### src/rtl/button_sequence_controller.sv
// Generates an 8-slot random button sequence from a free-running LFSR, then scores player presses against it.
// Wrong presses pulse strike, clear progress and accumulate strikes; reaching MAX_STRIKES detonates.
module button_sequence_controller #(
  parameter logic [15:0] SEED        = 16'hACE1,
  parameter int          MAX_STRIKES = 3
) (
  input  logic       clk,
  input  logic       rst_n,
  input  logic       start,
  input  logic       btn_valid,
  input  logic [2:0] btn_code,
  output logic [3:0] buttons [0:7],
  output logic       busy,
  output logic       solved,
  output logic       exploded,
  output logic       strike,
  output logic [1:0] strikes
);

  typedef enum logic [2:0] {IDLE, GEN, PLAY, DONE, BOOM} state_t;

  localparam logic [15:0] LFSR_INIT    = (SEED == 16'h0000) ? 16'h0001 : SEED;
  localparam logic [1:0]  STRIKE_LIMIT = 2'(MAX_STRIKES);

  state_t      state, state_next;
  logic [15:0] lfsr;
  logic [2:0]  idx;
  logic        lfsr_fb;
  logic        round_start, gen_write, press_hit, press_miss;

  assign lfsr_fb = lfsr[15] ^ lfsr[13] ^ lfsr[12] ^ lfsr[10];

  always_ff @(posedge clk or negedge rst_n) begin
    if (!rst_n) state <= IDLE;
    else        state <= state_next;
  end

  always_comb begin
    state_next  = state;
    round_start = 1'b0;
    gen_write   = 1'b0;
    press_hit   = 1'b0;
    press_miss  = 1'b0;
    busy        = 1'b0;
    solved      = 1'b0;
    exploded    = 1'b0;
    case (state)
      IDLE, DONE, BOOM: begin
        solved   = (state == DONE);
        exploded = (state == BOOM);
        if (start) begin
          round_start = 1'b1;
          state_next  = GEN;
        end
      end
      GEN: begin
        busy = 1'b1;
        // Symbols 6 and 7 do not exist, so those LFSR draws are skipped.
        if (lfsr[2:0] < 3'd6) begin
          gen_write = 1'b1;
          if (idx == 3'd7) state_next = PLAY;
        end
      end
      PLAY: begin
        busy = 1'b1;
        if (btn_valid) begin
          if (btn_code == buttons[idx][2:0]) begin
            press_hit = 1'b1;
            if (idx == 3'd7) state_next = DONE;
          end else begin
            press_miss = 1'b1;
            if (strikes + 2'd1 == STRIKE_LIMIT) state_next = BOOM;
          end
        end
      end
      default: state_next = IDLE;
    endcase
  end

  always_ff @(posedge clk or negedge rst_n) begin
    if (!rst_n) begin
      lfsr    <= LFSR_INIT;
      idx     <= 3'd0;
      strike  <= 1'b0;
      strikes <= 2'd0;
      for (int i = 0; i < 8; i++) buttons[i] <= 4'b0000;
    end else begin
      lfsr   <= {lfsr[14:0], lfsr_fb};
      strike <= press_miss;
      if (round_start) begin
        idx     <= 3'd0;
        strikes <= 2'd0;
        for (int i = 0; i < 8; i++) buttons[i] <= 4'b0000;
      end
      // idx wraps 7 -> 0 on the last write/hit, which is the PLAY/DONE starting index.
      if (gen_write) begin
        buttons[idx] <= {1'b0, lfsr[2:0]};
        idx          <= idx + 3'd1;
      end
      if (press_hit) begin
        buttons[idx][3] <= 1'b1;
        idx             <= idx + 3'd1;
      end
      if (press_miss) begin
        idx <= 3'd0;
        if (strikes != STRIKE_LIMIT) strikes <= strikes + 2'd1;
        for (int i = 0; i < 8; i++) buttons[i][3] <= 1'b0;
      end
    end
  end

endmodule

### config.mk
export PLATFORM = sky130hd
export DESIGN_NAME = button_sequence_controller
export DESIGN_NICKNAME = d
export VERILOG_FILES = /design/src/rtl/button_sequence_controller.sv
export SDC_FILE = /design/constraint.sdc
export NUM_CORES = 1
export LEC_CHECK = 0
export CAP_MARGIN = 30
export CORE_ASPECT_RATIO = 1.2
export CORE_UTILIZATION = 44
export CTS_CLUSTER_SIZE = 20
export DETAILED_ROUTE_END_ITERATION = 12
export PLACE_DENSITY = 0.77
export SYNTH_ARGS = -nofsm -noshare
export SYNTH_HDL_FRONTEND = slang
export SYNTH_SLANG_ARGS = --single-unit
### constraint.sdc
create_clock -name clk -period 5.9 [get_ports clk]
set_input_delay 1.475 -clock clk [delete_from_list [all_inputs] [get_ports clk]]
set_output_delay 1.475 -clock clk [all_outputs]
set_load 0.01 [all_outputs]
; Word-level counts from Yosys, hierarchy flattened
; Index checks and enable logic that the tools add are counted.
[totals]
register_bits = 57
output_inout_bits = 38
word_cells = 90
[op_classes]
addsub = 2
magnitude_cmp = 3
eq_ne = 14
n_mux = 47
bitwise = 5
reduce_logical = 6
[op_table]
columns = cell, n
row1 = 32-bit 2-to-1 mux, 3
row2 = 3-bit 2-to-1 mux, 13
row3 = 32-bit bitwise mux, 1
row4 = 32-bit OR, 1
row5 = 4-bit demux with 3-bit select, 2
row6 = 1-bit 2-to-1 mux, 21
row7 = 4-bit binary-select mux with 3-bit select, 1
row8 = "2-bit inequality test, second input constant", 5
row9 = 3-bit one-hot mux with 3 select lines, 1
row10 = 4-bit 2-to-1 mux, 2
row11 = "3-bit by 2-bit equality test with 1-bit output, second input constant", 2
row12 = "3-bit equality test, second input constant", 2
row13 = 2-bit 2-to-1 mux, 3
row14 = "3-bit inequality test, second input constant", 2
row15 = 6-bit AND reduction, 1
row16 = "4-bit >= comparator, second input constant", 1
row17 = "4-bit by 1-bit < comparator with 1-bit output, second input constant", 1
row18 = 3-bit inverter with 4-bit output, 1
row19 = 4-bit nonzero test, 1
row20 = "3-bit by 1-bit adder with 3-bit output, second input constant", 1
row21 = "3-bit by 1-bit equality test with 1-bit output, second input constant", 1
row22 = 3-bit equality test, 1
row23 = 3-bit zero test, 1
row24 = "3-bit < comparator, second input constant", 1
row25 = 6 further kinds, 8

; Depth between registers and ports, before layout
[depth]
ltp_word = 10
ltp_mapped = 9
mapped_depth_nobuf = 7

; Least setup slack after synthesis
; Ideal clock, no wire load.
[synth_path]
path_kind = input to register
startpoint = input port btn_code[2]
endpoint = register state[2]
t_arrival_ns = 2.402
required_ns = 5.759
setup_slack_ns = 3.357
stages = 4
path_cell_list = xnor2_1 > or4_1 > a31oi_1 > a31oi_1
[synth_between]
elab_chain_cells = 4
[synth_rtl]
columns = element, line
row1 = from (decl), 11  ; input logic [2:0] btn_code,
row2 = 3-bit equality test (*), 67  ; if (btn_code == buttons[idx][2:0]) begin
row3 = 3-bit 2-to-1 mux, 67
row4 = 3-bit 2-to-1 mux, 66  ; if (btn_valid) begin
row5 = 3-bit one-hot mux with 3 select lines, 47  ; case (state)
row6 = to (signal assigned), 35  ; else state <= state_next;
row7 = to (decl), 25  ; state_t state, state_next;
; Mark *: on every way between the ends. The rest lies on a longest branch, timed or not. The select of a mux whose other input is x is not followed.
; A chain may end at the register's enable or synchronous reset.

; Final worst setup path
[layout_path]
startpoint = register state[0]
endpoint = output port solved
[layout_between]
elab_chain_cells = 3
[layout_rtl]
columns = element, line
row1 = 3-bit by 2-bit equality test with 1-bit output (tied with other cells), "47, 49"
row2 = 3-bit OR reduction, 47
row3 = 1-bit 2-to-1 mux (*), 47
row4 = to (decl), 14  ; output logic solved,
; Mark *: on every way between the ends. The rest lies on a longest branch, timed or not.

==> metrics.md <==
| Metric | Value |
|---|---|
| Antenna cells | `0` |
| Post-DP Area | `3040 um^2` |
| Die area | `6160 um^2` |
| Power Total | `1.36 mW` |
| Area leader, netlist | `dfrtp_1` |
| DR pass1 iterations | `4` |
| Max clock buf depth | `2` |
| Relative slew slack | `33.7%` |
| Cell area power density | `~410 nW/um^2` |
| Post-Layout Cell Count | `362` |
| Hold buffers post-CTS | `0` |
| Period minus WS final | `3400 ps` |
| FF+latch count, synth | `57` |
| Setup Skew | `7.86 ps` |
| Max_cap viols | `0` |
| Vias in the first global route | `2000` |
| Avg Cell Area, Syn | `~10 um^2` |
| Setup Buffers After CTS | `0` |
| Die Wd | `just over 70 um` |
| Worst setup SP type | `register` |
| Num CTS Buffers | `9` |
| CP Capture Type | `output port` |
| Rows | `30` |
| Placed wire-length estimate | `4.05 mm` |
| Routed WL per cell | `16.7 um` |
| DRT iter0 DRCs | `218` |
| Initial antenna violation count | `0` |
| Final core occ | `58.6%` |
| Initial core utilization | `between 40 and 50%` |
| CTS resizes | `0` |
| Arr. time, crit path | `1920 ps` |
| Clk_lat worst skew | `340 ps` |
| Total GRT Usage | `21.1%` |
| Maximum vdd drop | `248 uV` |
| Core Region | `about 5600 um^2` |
| I/O pin cnt | `45` |
| Setup TNS | `0 ps` |
| Post-synth ARST share | `100%` |
| Share of layout cells above drive strength 1 | `11.1%` |
| Max FO, Critical Path | `7` |
| Post-route cell area | `3300 um^2` |
| Fin crit share | `a little under three fifths` |
| Clk sinks | `57` |
| Worst path slowest cell | `clkdlybuf4s50_1` |
| CP required | `4430 ps` |
| GRT overflow | `0` |
| Largest net degree at the start of global routing | `58` |
| DRT Wirelength | `6.04 mm` |
| Final nets | `304` |
| Register area share after synthesis | `55.8%` |
| H-tree Lvls | `3` |
| Synth unique cells | `38` |
| Pleak | `1.40 nW` |
| Drt via density | `5.78` |
| CP Class | `register to output port` |
| Worst-path clk slew | `60 ps` |
| RSZ-0062 raised after global routing | `no` |
| Die Ht | `85.8 um` |
| # fillers | `approximately 480` |
| Worst min path class | `register to register` |
| GPL Wtd Cong | `0.869` |
| Top FF cell, synth | `dfrtp_1` |
| DR vias | `2094` |
| CTS root buf | `clkbuf_8` |
| PortBufs | `44` |
| Synth area leaders | `dfrtp_1 48%, dfstp_2 8.2%, mux2i_1 4.7%, nand2_1 4.4%, o21ai_0 3.7%` |
| Final ANT Viol Nets | `0` |
| DRC | `0` |
| Global-route wire length before repair | `9.73 mm` |
| Mapped Area | `2570 um^2` |
| Placed instance count | `346` |
| EDFF count, synth | `0` |
| Pins Over Slew Limit | `0` |
| Final setup viols | `0` |
| Fmax | `294 MHz` |
| Syn_nets | `257` |
| Fin. Hold Viols | `0` |
| CP peak stage delay | `about 590 ps` |
| Layout Area Growth over Synthesis | `28.0%` |
| Commonest cells post-synth | `49 x dfrtp_1, 30 x nand2_1, 19 x nor2_1, 19 x o21ai_0, 18 x nand3_1` |
| CTS tree | `built` |
| Worst Tran Pin Value | `994 ps` |
| Post-Syn Instances | `between 200 and 250` |
| Outcome | `finished clean` |
| Synth top area share | `47.6%` |
| Crit-path cells | `inv_1 > nor3_1 > clkdlybuf4s50_1` |
| Most common cell in the netlist | `dfrtp_1` |
| Synth warn | `0` |
-- final timing paths --
| kind | startpoint | to | slack [ps] | cells past startpoint |
|---|---|---|---|---|
| min in group asynchronous | rst_n | buttons[16] | 1260 | 2 |
| max in group asynchronous | rst_n | buttons[8] | 4180 | 2 |
| min reg2reg | lfsr[8] | lfsr[9] | 350 | 0 |
| min | lfsr[8] | lfsr[9] | 350 | 0 |
| max | state[0] | solved | 2500 | 3 |
| max reg2reg | idx[0] | state[2] | 2880 | 7 |
-- critical path: cells and delay by family, from the launching register on --
kind | cells | cell delay, ps
buffers and inverters | 2 | 760
and+or+nand+nor | 1 | 310
DFF | 1 | 520
-- cell usage in the layout, fill, tap and decap left out, types with 9 or more instances in the layout --
cell type / synthesis / routed
nand3_1: 18 / 18
nor2_1: 19 / 19
nand2_1: 30 / 30
dfrtp_1: 49 / 49
mux2i_1: 12 / 12
nor3_1: 9 / 9
o21ai_0: 19 / 19
clkbuf_8: 0 / 10
clkdlybuf4s50_1: 0 / 43
-- cells by family after synthesis --
group / share of synthesized area (%)
buffers and inverters: 3.55
adders and majority gates: 1.94
xor gates and xnor gates: 2.38
and+or+nand+nor: 17.0
AOI/OAI and AO/OA: 14.3
DFF: 55.8
muxes: 5.10
-- sequential cells by signal, summed over array words and instances (netlist names) --
signal,cells
buttons,32
idx,3
lfsr,16
state,3
strike,1
strikes,2
-- where the power goes --
group | switching [mW] | internal (mW) | leakage, nW
combinational | 0.222 | 0.172 | 0.519
clock | 0.162 | 0.293 | 0.123
sequential | 0.0881 | 0.426 | 0.757
total | 0.472 | 0.891 | 1.40
-- per-layer routing --
layer | wire, um | global-route usage, % | vias to the layer above
met4 | 157 | 14.3 | 0
met1 | 2710 | 29.0 | 1025
met3 | 434 | 4.70 | 15
met5 | 0 | 0 | -
li1 | - | - | 962
met2 | 2730 | 29.7 | 92
-- metrics by stage --
step           hold WS, ps  setup slack [ps]
2_1_floorplan          331              3360
3_3_place_gp           335              2830
3_5_place_dp           343              2800
4_1_cts                352              2510
5_1_grt                360              2460
6_report               350              2500
-- area by class of cell --
class	instances	area [um^2]	share of cell area (%)
Multi-Input combinational cell	171	1050	31.8
Inverter	8	30.0	0.911
Sequential cell	57	1440	43.6
Clock buffer	10	138	4.17
Timing Repair Buffer	46	450	13.7
Tap cell	64	80.1	2.43
Clock inverter	6	115	3.49
Note: power is estimated with default switching activity, not from simulation.
